File: config.mk
export PLATFORM = sky130hd
export DESIGN_NAME = mult_share_arbiter_flat
export DESIGN_NICKNAME = d
export VERILOG_FILES = /design/src/rtl/mult_share_arbiter_if.sv /design/src/rtl/mult_share_arbiter.sv /design/src/flat_wrapper.sv
export SDC_FILE = /design/constraint.sdc
export NUM_CORES = 1
export LEC_CHECK = 0
export CELL_PAD_IN_SITES_DETAIL_PLACEMENT = 1
export CELL_PAD_IN_SITES_GLOBAL_PLACEMENT = 1
export CORE_AREA = 2 2 132 134
export DETAILED_ROUTE_END_ITERATION = 10
export DIE_AREA = 0 0 134 136
export PLACE_DENSITY_LB_ADDON = 0.08
export SYNTH_ARGS = -nofsm -noshare
export SYNTH_HDL_FRONTEND = slang
export SYNTH_SLANG_ARGS = --single-unit
File: constraint.sdc
create_clock -name clk -period 2.5 [get_ports clk]
set_input_delay 0.75 -clock clk [delete_from_list [all_inputs] [get_ports clk]]
set_output_delay 0.75 -clock clk [all_outputs]
set_load 0.05 [all_outputs]
File: src/rtl/mult_share_arbiter_if.sv
// mult_share_arbiter_if: requester, shared-multiplier and response signals of
// mult_share_arbiter. The slave modport is the arbiter's view; the master modport is
// the view of the environment (requesters, multiplier and response consumer).
interface mult_share_arbiter_if #(
    parameter int unsigned NREQ = 4,
    parameter int unsigned IDW  = 2
);
    // Requester side: one valid/ready pair per requester, operands packed 16 bits each
    logic [NREQ-1:0]      req_valid;
    logic [16*NREQ-1:0]   req_a;
    logic [16*NREQ-1:0]   req_b;
    logic [NREQ-1:0]      req_ready;

    // Shared combinational multiplier
    logic [15:0]          mul_a;
    logic [15:0]          mul_b;
    logic [32:0]          mul_p;

    // Response channel
    logic                 rsp_valid;
    logic                 rsp_ready;
    logic [32:0]          rsp_prod;
    logic [IDW-1:0]       rsp_id;

    logic                 busy;

    modport slave (
        input  req_valid, req_a, req_b, mul_p, rsp_ready,
        output req_ready, mul_a, mul_b, rsp_valid, rsp_prod, rsp_id, busy
    );

    modport master (
        output req_valid, req_a, req_b, mul_p, rsp_ready,
        input  req_ready, mul_a, mul_b, rsp_valid, rsp_prod, rsp_id, busy
    );
endinterface

File: src/rtl/mult_share_arbiter.sv
// mult_share_arbiter: round-robin arbiter/sequencer sharing one combinational 16x16
// unsigned multiplier among NREQ requesters. The granted operands are registered onto
// the multiplier, the product is captured after MUL_LAT settle cycles and returned with
// the requester index over a valid/ready response channel.
// Optional feature macro: MULT_SHARE_ZERO_SKIP_EN -- a zero operand returns a zero
// product one cycle after acceptance instead of waiting MUL_LAT cycles.
module mult_share_arbiter #(
    parameter int unsigned NREQ    = 4,
    parameter int unsigned MUL_LAT = 2,
    parameter int unsigned IDW     = 2
) (
    input logic                 clk,
    input logic                 rst,
    mult_share_arbiter_if.slave bus
);

`ifdef MULT_SHARE_ZERO_SKIP_EN
    localparam bit ZeroSkipEn = 1'b1;
`else
    localparam bit ZeroSkipEn = 1'b0;
`endif

    localparam logic [3:0]     LatInit  = 4'(MUL_LAT);
    // Pointer starts at the last requester so requester 0 has first priority
    localparam logic [IDW-1:0] LastInit = IDW'(NREQ - 1);

    typedef enum logic [1:0] {
        StIdle,
        StWait,
        StResp
    } state_e;

    state_e          state_q, state_d;
    logic [IDW-1:0]  last_q, last_d;
    logic [IDW-1:0]  id_q, id_d;
    logic [3:0]      cnt_q, cnt_d;
    logic            zero_q, zero_d;
    logic [15:0]     mul_a_q, mul_a_d;
    logic [15:0]     mul_b_q, mul_b_d;
    logic            rsp_valid_q, rsp_valid_d;
    logic [32:0]     rsp_prod_q, rsp_prod_d;
    logic [IDW-1:0]  rsp_id_q, rsp_id_d;

    logic            any_req;
    logic [IDW-1:0]  win_idx;
    logic [NREQ-1:0] grant;
    logic            accept;
    logic [15:0]     sel_a;
    logic [15:0]     sel_b;
    logic            sel_zero;

    // Round-robin search: first valid requester upward from last+1, wrapping at NREQ
    always_comb begin
        logic [IDW:0] idx;
        idx     = '0;
        any_req = 1'b0;
        win_idx = '0;
        for (int k = 0; k < int'(NREQ); k++) begin
            idx = {1'b0, last_q} + (IDW+1)'(k + 1);
            if (idx >= (IDW+1)'(NREQ)) begin
                idx = idx - (IDW+1)'(NREQ);
            end
            if (!any_req && bus.req_valid[idx[IDW-1:0]]) begin
                any_req = 1'b1;
                win_idx = idx[IDW-1:0];
            end
        end
    end

    // One-hot grant to the winner, only while idle and not held in reset
    always_comb begin
        grant = '0;
        if (state_q == StIdle && any_req && !rst) begin
            grant[win_idx] = 1'b1;
        end
    end

    assign accept   = |(grant & bus.req_valid);
    assign sel_a    = bus.req_a[16*win_idx +: 16];
    assign sel_b    = bus.req_b[16*win_idx +: 16];
    assign sel_zero = (sel_a == 16'd0) || (sel_b == 16'd0);

    // Next-state and datapath updates for the IDLE -> WAIT -> RESP sequence
    always_comb begin
        state_d     = state_q;
        last_d      = last_q;
        id_d        = id_q;
        cnt_d       = cnt_q;
        zero_d      = zero_q;
        mul_a_d     = mul_a_q;
        mul_b_d     = mul_b_q;
        rsp_valid_d = rsp_valid_q;
        rsp_prod_d  = rsp_prod_q;
        rsp_id_d    = rsp_id_q;

        case (state_q)
            StIdle: begin
                if (accept) begin
                    mul_a_d = sel_a;
                    mul_b_d = sel_b;
                    id_d    = win_idx;
                    last_d  = win_idx;
                    state_d = StWait;
                    // A zero operand needs no settling: one WAIT cycle, forced zero product
                    if (ZeroSkipEn && sel_zero) begin
                        cnt_d  = 4'd1;
                        zero_d = 1'b1;
                    end else begin
                        cnt_d  = LatInit;
                        zero_d = 1'b0;
                    end
                end
            end
            StWait: begin
                cnt_d = cnt_q - 4'd1;
                if (cnt_q == 4'd1) begin
                    rsp_prod_d  = zero_q ? 33'd0 : bus.mul_p;
                    rsp_id_d    = id_q;
                    rsp_valid_d = 1'b1;
                    state_d     = StResp;
                end
            end
            StResp: begin
                if (bus.rsp_ready) begin
                    rsp_valid_d = 1'b0;
                    state_d     = StIdle;
                end
            end
            default: begin
                state_d = StIdle;
            end
        endcase
    end

    // State and datapath registers with synchronous reset
    always_ff @(posedge clk) begin
        if (rst) begin
            state_q     <= StIdle;
            last_q      <= LastInit;
            id_q        <= '0;
            cnt_q       <= '0;
            zero_q      <= 1'b0;
            mul_a_q     <= '0;
            mul_b_q     <= '0;
            rsp_valid_q <= 1'b0;
            rsp_prod_q  <= '0;
            rsp_id_q    <= '0;
        end else begin
            state_q     <= state_d;
            last_q      <= last_d;
            id_q        <= id_d;
            cnt_q       <= cnt_d;
            zero_q      <= zero_d;
            mul_a_q     <= mul_a_d;
            mul_b_q     <= mul_b_d;
            rsp_valid_q <= rsp_valid_d;
            rsp_prod_q  <= rsp_prod_d;
            rsp_id_q    <= rsp_id_d;
        end
    end

    assign bus.req_ready = grant;
    assign bus.mul_a     = mul_a_q;
    assign bus.mul_b     = mul_b_q;
    assign bus.rsp_valid = rsp_valid_q;
    assign bus.rsp_prod  = rsp_prod_q;
    assign bus.rsp_id    = rsp_id_q;
    assign bus.busy      = (state_q != StIdle);

endmodule
File: src/flat_wrapper.sv
// flat-port wrapper written by rule: the top's interface ports become plain ports
module mult_share_arbiter_flat 
#(
    parameter int unsigned NREQ    = 4,
    parameter int unsigned MUL_LAT = 2,
    parameter int unsigned IDW     = 2
)
  (clk, rst, bus_req_valid, bus_req_a, bus_req_b, bus_mul_p, bus_rsp_ready, bus_req_ready, bus_mul_a, bus_mul_b, bus_rsp_valid, bus_rsp_prod, bus_rsp_id, bus_busy);
  mult_share_arbiter_if #(.NREQ(NREQ), .IDW(IDW)) bus_i ();
  input logic clk;
  input logic rst;
  input wire logic [$bits(bus_i.req_valid)-1:0] bus_req_valid;
  input wire logic [$bits(bus_i.req_a)-1:0] bus_req_a;
  input wire logic [$bits(bus_i.req_b)-1:0] bus_req_b;
  input wire logic [$bits(bus_i.mul_p)-1:0] bus_mul_p;
  input wire logic [$bits(bus_i.rsp_ready)-1:0] bus_rsp_ready;
  output wire logic [$bits(bus_i.req_ready)-1:0] bus_req_ready;
  output wire logic [$bits(bus_i.mul_a)-1:0] bus_mul_a;
  output wire logic [$bits(bus_i.mul_b)-1:0] bus_mul_b;
  output wire logic [$bits(bus_i.rsp_valid)-1:0] bus_rsp_valid;
  output wire logic [$bits(bus_i.rsp_prod)-1:0] bus_rsp_prod;
  output wire logic [$bits(bus_i.rsp_id)-1:0] bus_rsp_id;
  output wire logic [$bits(bus_i.busy)-1:0] bus_busy;
  assign bus_i.req_valid = bus_req_valid;
  assign bus_i.req_a = bus_req_a;
  assign bus_i.req_b = bus_req_b;
  assign bus_i.mul_p = bus_mul_p;
  assign bus_i.rsp_ready = bus_rsp_ready;
  assign bus_req_ready = bus_i.req_ready;
  assign bus_mul_a = bus_i.mul_a;
  assign bus_mul_b = bus_i.mul_b;
  assign bus_rsp_valid = bus_i.rsp_valid;
  assign bus_rsp_prod = bus_i.rsp_prod;
  assign bus_rsp_id = bus_i.rsp_id;
  assign bus_busy = bus_i.busy;
  mult_share_arbiter #(.NREQ(NREQ), .MUL_LAT(MUL_LAT), .IDW(IDW)) u_core (.clk(clk), .rst(rst), .bus(bus_i));
endmodule
==> run summary <==
status -> finished, final reports clean
clock skew -> 0.0108 ns
Min-Delay Path Class -> flip-flop to flip-flop
Worst Path Max Fanout -> 8
cell area power density -> 582 nW/um^2
EDFF count, synth -> 0
most common cell in the netlist -> dfxtp_1
commonest cells in the synthesized netlist -> dfxtp_1, nand2_1, a21oi_1
multiplexer share of the synthesized area -> 0.00274
largest family of logic cells by synthesized area -> compound AO/OA/AOI/OAI gates
Tcrit/Tclk final -> 0.994
fillers -> 1958
Max-slew headroom -> 0.444
DRC Markers -> 0
final hold violation count -> 0
post-route setup slack -> 0.0151 ns
DRT antenna net count -> 0
routed via count -> 4388
Req. time, crit path -> 1.75 ns
post-layout minimum cycle time -> 2.48 ns
Initial Util -> 0.216
fmax -> 0.402 GHz
Detailed Route Iter0 Violations -> 197
post-synthesis simple-gate area fraction -> 0.162
max-slew violation count -> 0
CP endpoint kind -> primary output
Post-Syn Area per Cell -> 8.20 sq um
DR vias/cell -> 4.77
CTS tree -> built
Mapped Nets -> 615
gpl congestion -> 0.827
largest net degree at the start of global routing -> 74
clk root buf -> clkbuf_16
RSZ-0062 raised after global routing -> yes
Total Wirelength -> 16800 microns
Crit Path Category -> primary input to primary output
largest area contributor in the netlist -> dfxtp_1
post-synthesis adder-cell area fraction -> 0.00686
grt total ovfl -> 0
Area contributors post-synth -> dfxtp_1, a21oi_1, nand2_1
initial antenna violation count -> 1
Reg clk slew, reported paths -> 0.06 ns
worst path arrival time -> 1.73 ns
dpl cell area -> 6460 sq um
first-pass GRT wire length -> 25500 microns
Mapped Cells -> 445
Setup Total Neg Slack -> 0 ns
layout cell share with drive strength beyond 1 -> 0.107
compound-cell area share of the yosys netlist -> 0.338
post-synthesis register bit count -> 78
max_cap viols -> 0
worst skew pair latency -> 0.35 ns
Pleak -> 2.43 nW
Max Root-Sink Buffers -> 2
Syn Std Cell Area -> 3650 sq um
drt pass-1 iters -> 4
post-synthesis sequential area ratio -> 0.428
gr usage total -> 0.182
CTS sink cnt -> 78
startpoint types -> primary input
Ys Warns -> 0
dominant synthesized flop cell -> dfxtp_1
Finish-stage setup viols -> 0
WL/cell -> 18.2 microns
die area -> 18200 sq um
Port Buffers -> 240
final net count -> 859
Die Height -> 136 microns
Ports -> 241
H-tree lvl count -> 3
worst-margin pin slew -> 0.834 ns
Std-Cell Rows -> 48
xor/xnor share of the synthesized area -> 0.00240
hpwl dp -> 12300 microns
die width -> 134 microns
core area -> 16900 sq um
TritonCTS buffer count -> 9
Synth cell types -> 37
VDD IR max -> 0.000330 V
share of the synthesized area in the top cell type -> 0.428
Syn-to-layout area delta -> 86.1%
vias in the first global route -> 4493
Finished Cell Area -> 6790 sq um
dpl ws -> -0.486 ns
Async SR Flop Fraction -> 0
-- layout make-up --
class / count / area, sq um / area share
inverters: 3 / 11.3 / 0.00166
diodes: 1 / 2.50 / 0.000369
well taps: 225 / 282 / 0.0415
repair buffers: 273 / 2720 / 0.400
clock inverters: 7 / 73.8 / 0.0109
multi-input cells: 324 / 1920 / 0.283
flip-flops and latches: 78 / 1560 / 0.230
clock buffers: 9 / 225 / 0.0332
-- worst max-delay path, cell delays in order --
cell     delay (ns)
buf_4          0.14
nor2b_2        0.16
o21a_1         0.12
or2_1          0.24
and2_4         0.18
buf_12         0.14
-- worst paths after layout --
kind	from	endpoint	slack [ns]	cells after the start
max	bus_req_valid[1]	bus_req_ready[1]	0.02	6
min	u_core.bus.rsp_prod[32]	u_core.bus.rsp_prod[32]	0.46	2
max reg2reg	u_core.state_q[1]	u_core.bus.mul_b[11]	0.54	7
min reg2reg	u_core.bus.rsp_prod[32]	u_core.bus.rsp_prod[32]	0.46	2
-- metal layers --
metal  GRT usage  part of all wire
met1       0.217              0.42
met2       0.321              0.50
met3      0.0444             0.065
met4      0.0615             0.019
met5           0                 0
-- sequential cells by signal, indices dropped and copies added, names as in the netlist --
register,cells
u_core.bus.rsp_id,2
u_core.last_q,2
u_core.bus.rsp_prod,33
u_core.bus.rsp_valid,1
u_core.state_q,2
u_core.bus.mul_b,16
u_core.id_q,2
u_core.cnt_q,4
u_core.bus.mul_a,16
-- kinds of logic (layout without fill, tap and decap cells) --
logic type      count (synthesis)  after routing
xor+xnor                        1              1
fa+ha+maj                       2              2
flops                          78             78
mux                             1              1
simple gates                  143            143
buf+inv                        43            292
compound gates                177            177
other cells                     0              1
-- power breakdown --
part           switching, mW  internal, mW  leakage [nW]
Sequential            0.0518          1.33         0.638
Combinational          0.656         0.573          1.65
Clock                  0.567         0.777         0.146
Total                   1.27          2.68          2.43
-- cell usage in the layout (no fill, tap or decap), drive strengths merged --
cell           instances
o21ai                  5
a21oi                 65
nand2                 77
dfxtp                 78
ha                     2
nor2b                  4
diode                  1
clkbuf                 9
o221ai                 1
nor2                  44
a22oi                 32
a221oi                13
a211oi                33
or3                    1
and3                   1
a221o                 20
a211o                  1
bufinv                 1
xor2                   1
o211ai                 3
clkdlybuf4s50        230
o21bai                 2
mux2i                  1
o21a                   1
nand2b                 1
buf                   43
or3b                   1
o211a                  1
nor3                   6
clkinv                 4
clkinvlp               1
nand3                  2
inv                    4
and2                   4
or2                    2
-- what timing repair did --
action | 4_1_cts | 5_1_grt
hold buffers | 0 | 0
setup endpoints to repair | 17 | 4
pin swaps | 5 | 3
endpoints found under the hold margin | 0 | 0
buffers inserted | 1 | 1
cloned | 0 | 0
resized for setup | 19 | 8
-- metrics by stage --
step / hold WS, ns / instances / power, mW / utilization
3_3_place_gp: 0.442 / 901 / 2.62 / 0.383
4_1_cts: 0.459 / 918 / 4.02 / 0.401
5_1_grt: 0.469 / 920 / 4.14 / 0.402
2_1_floorplan: 0.432 / 445 / 2.05 / -
6_report: 0.457 / 920 / 3.95 / 0.402
3_5_place_dp: 0.450 / 901 / 2.64 / 0.383
Power figures use the tool's default switching activity.
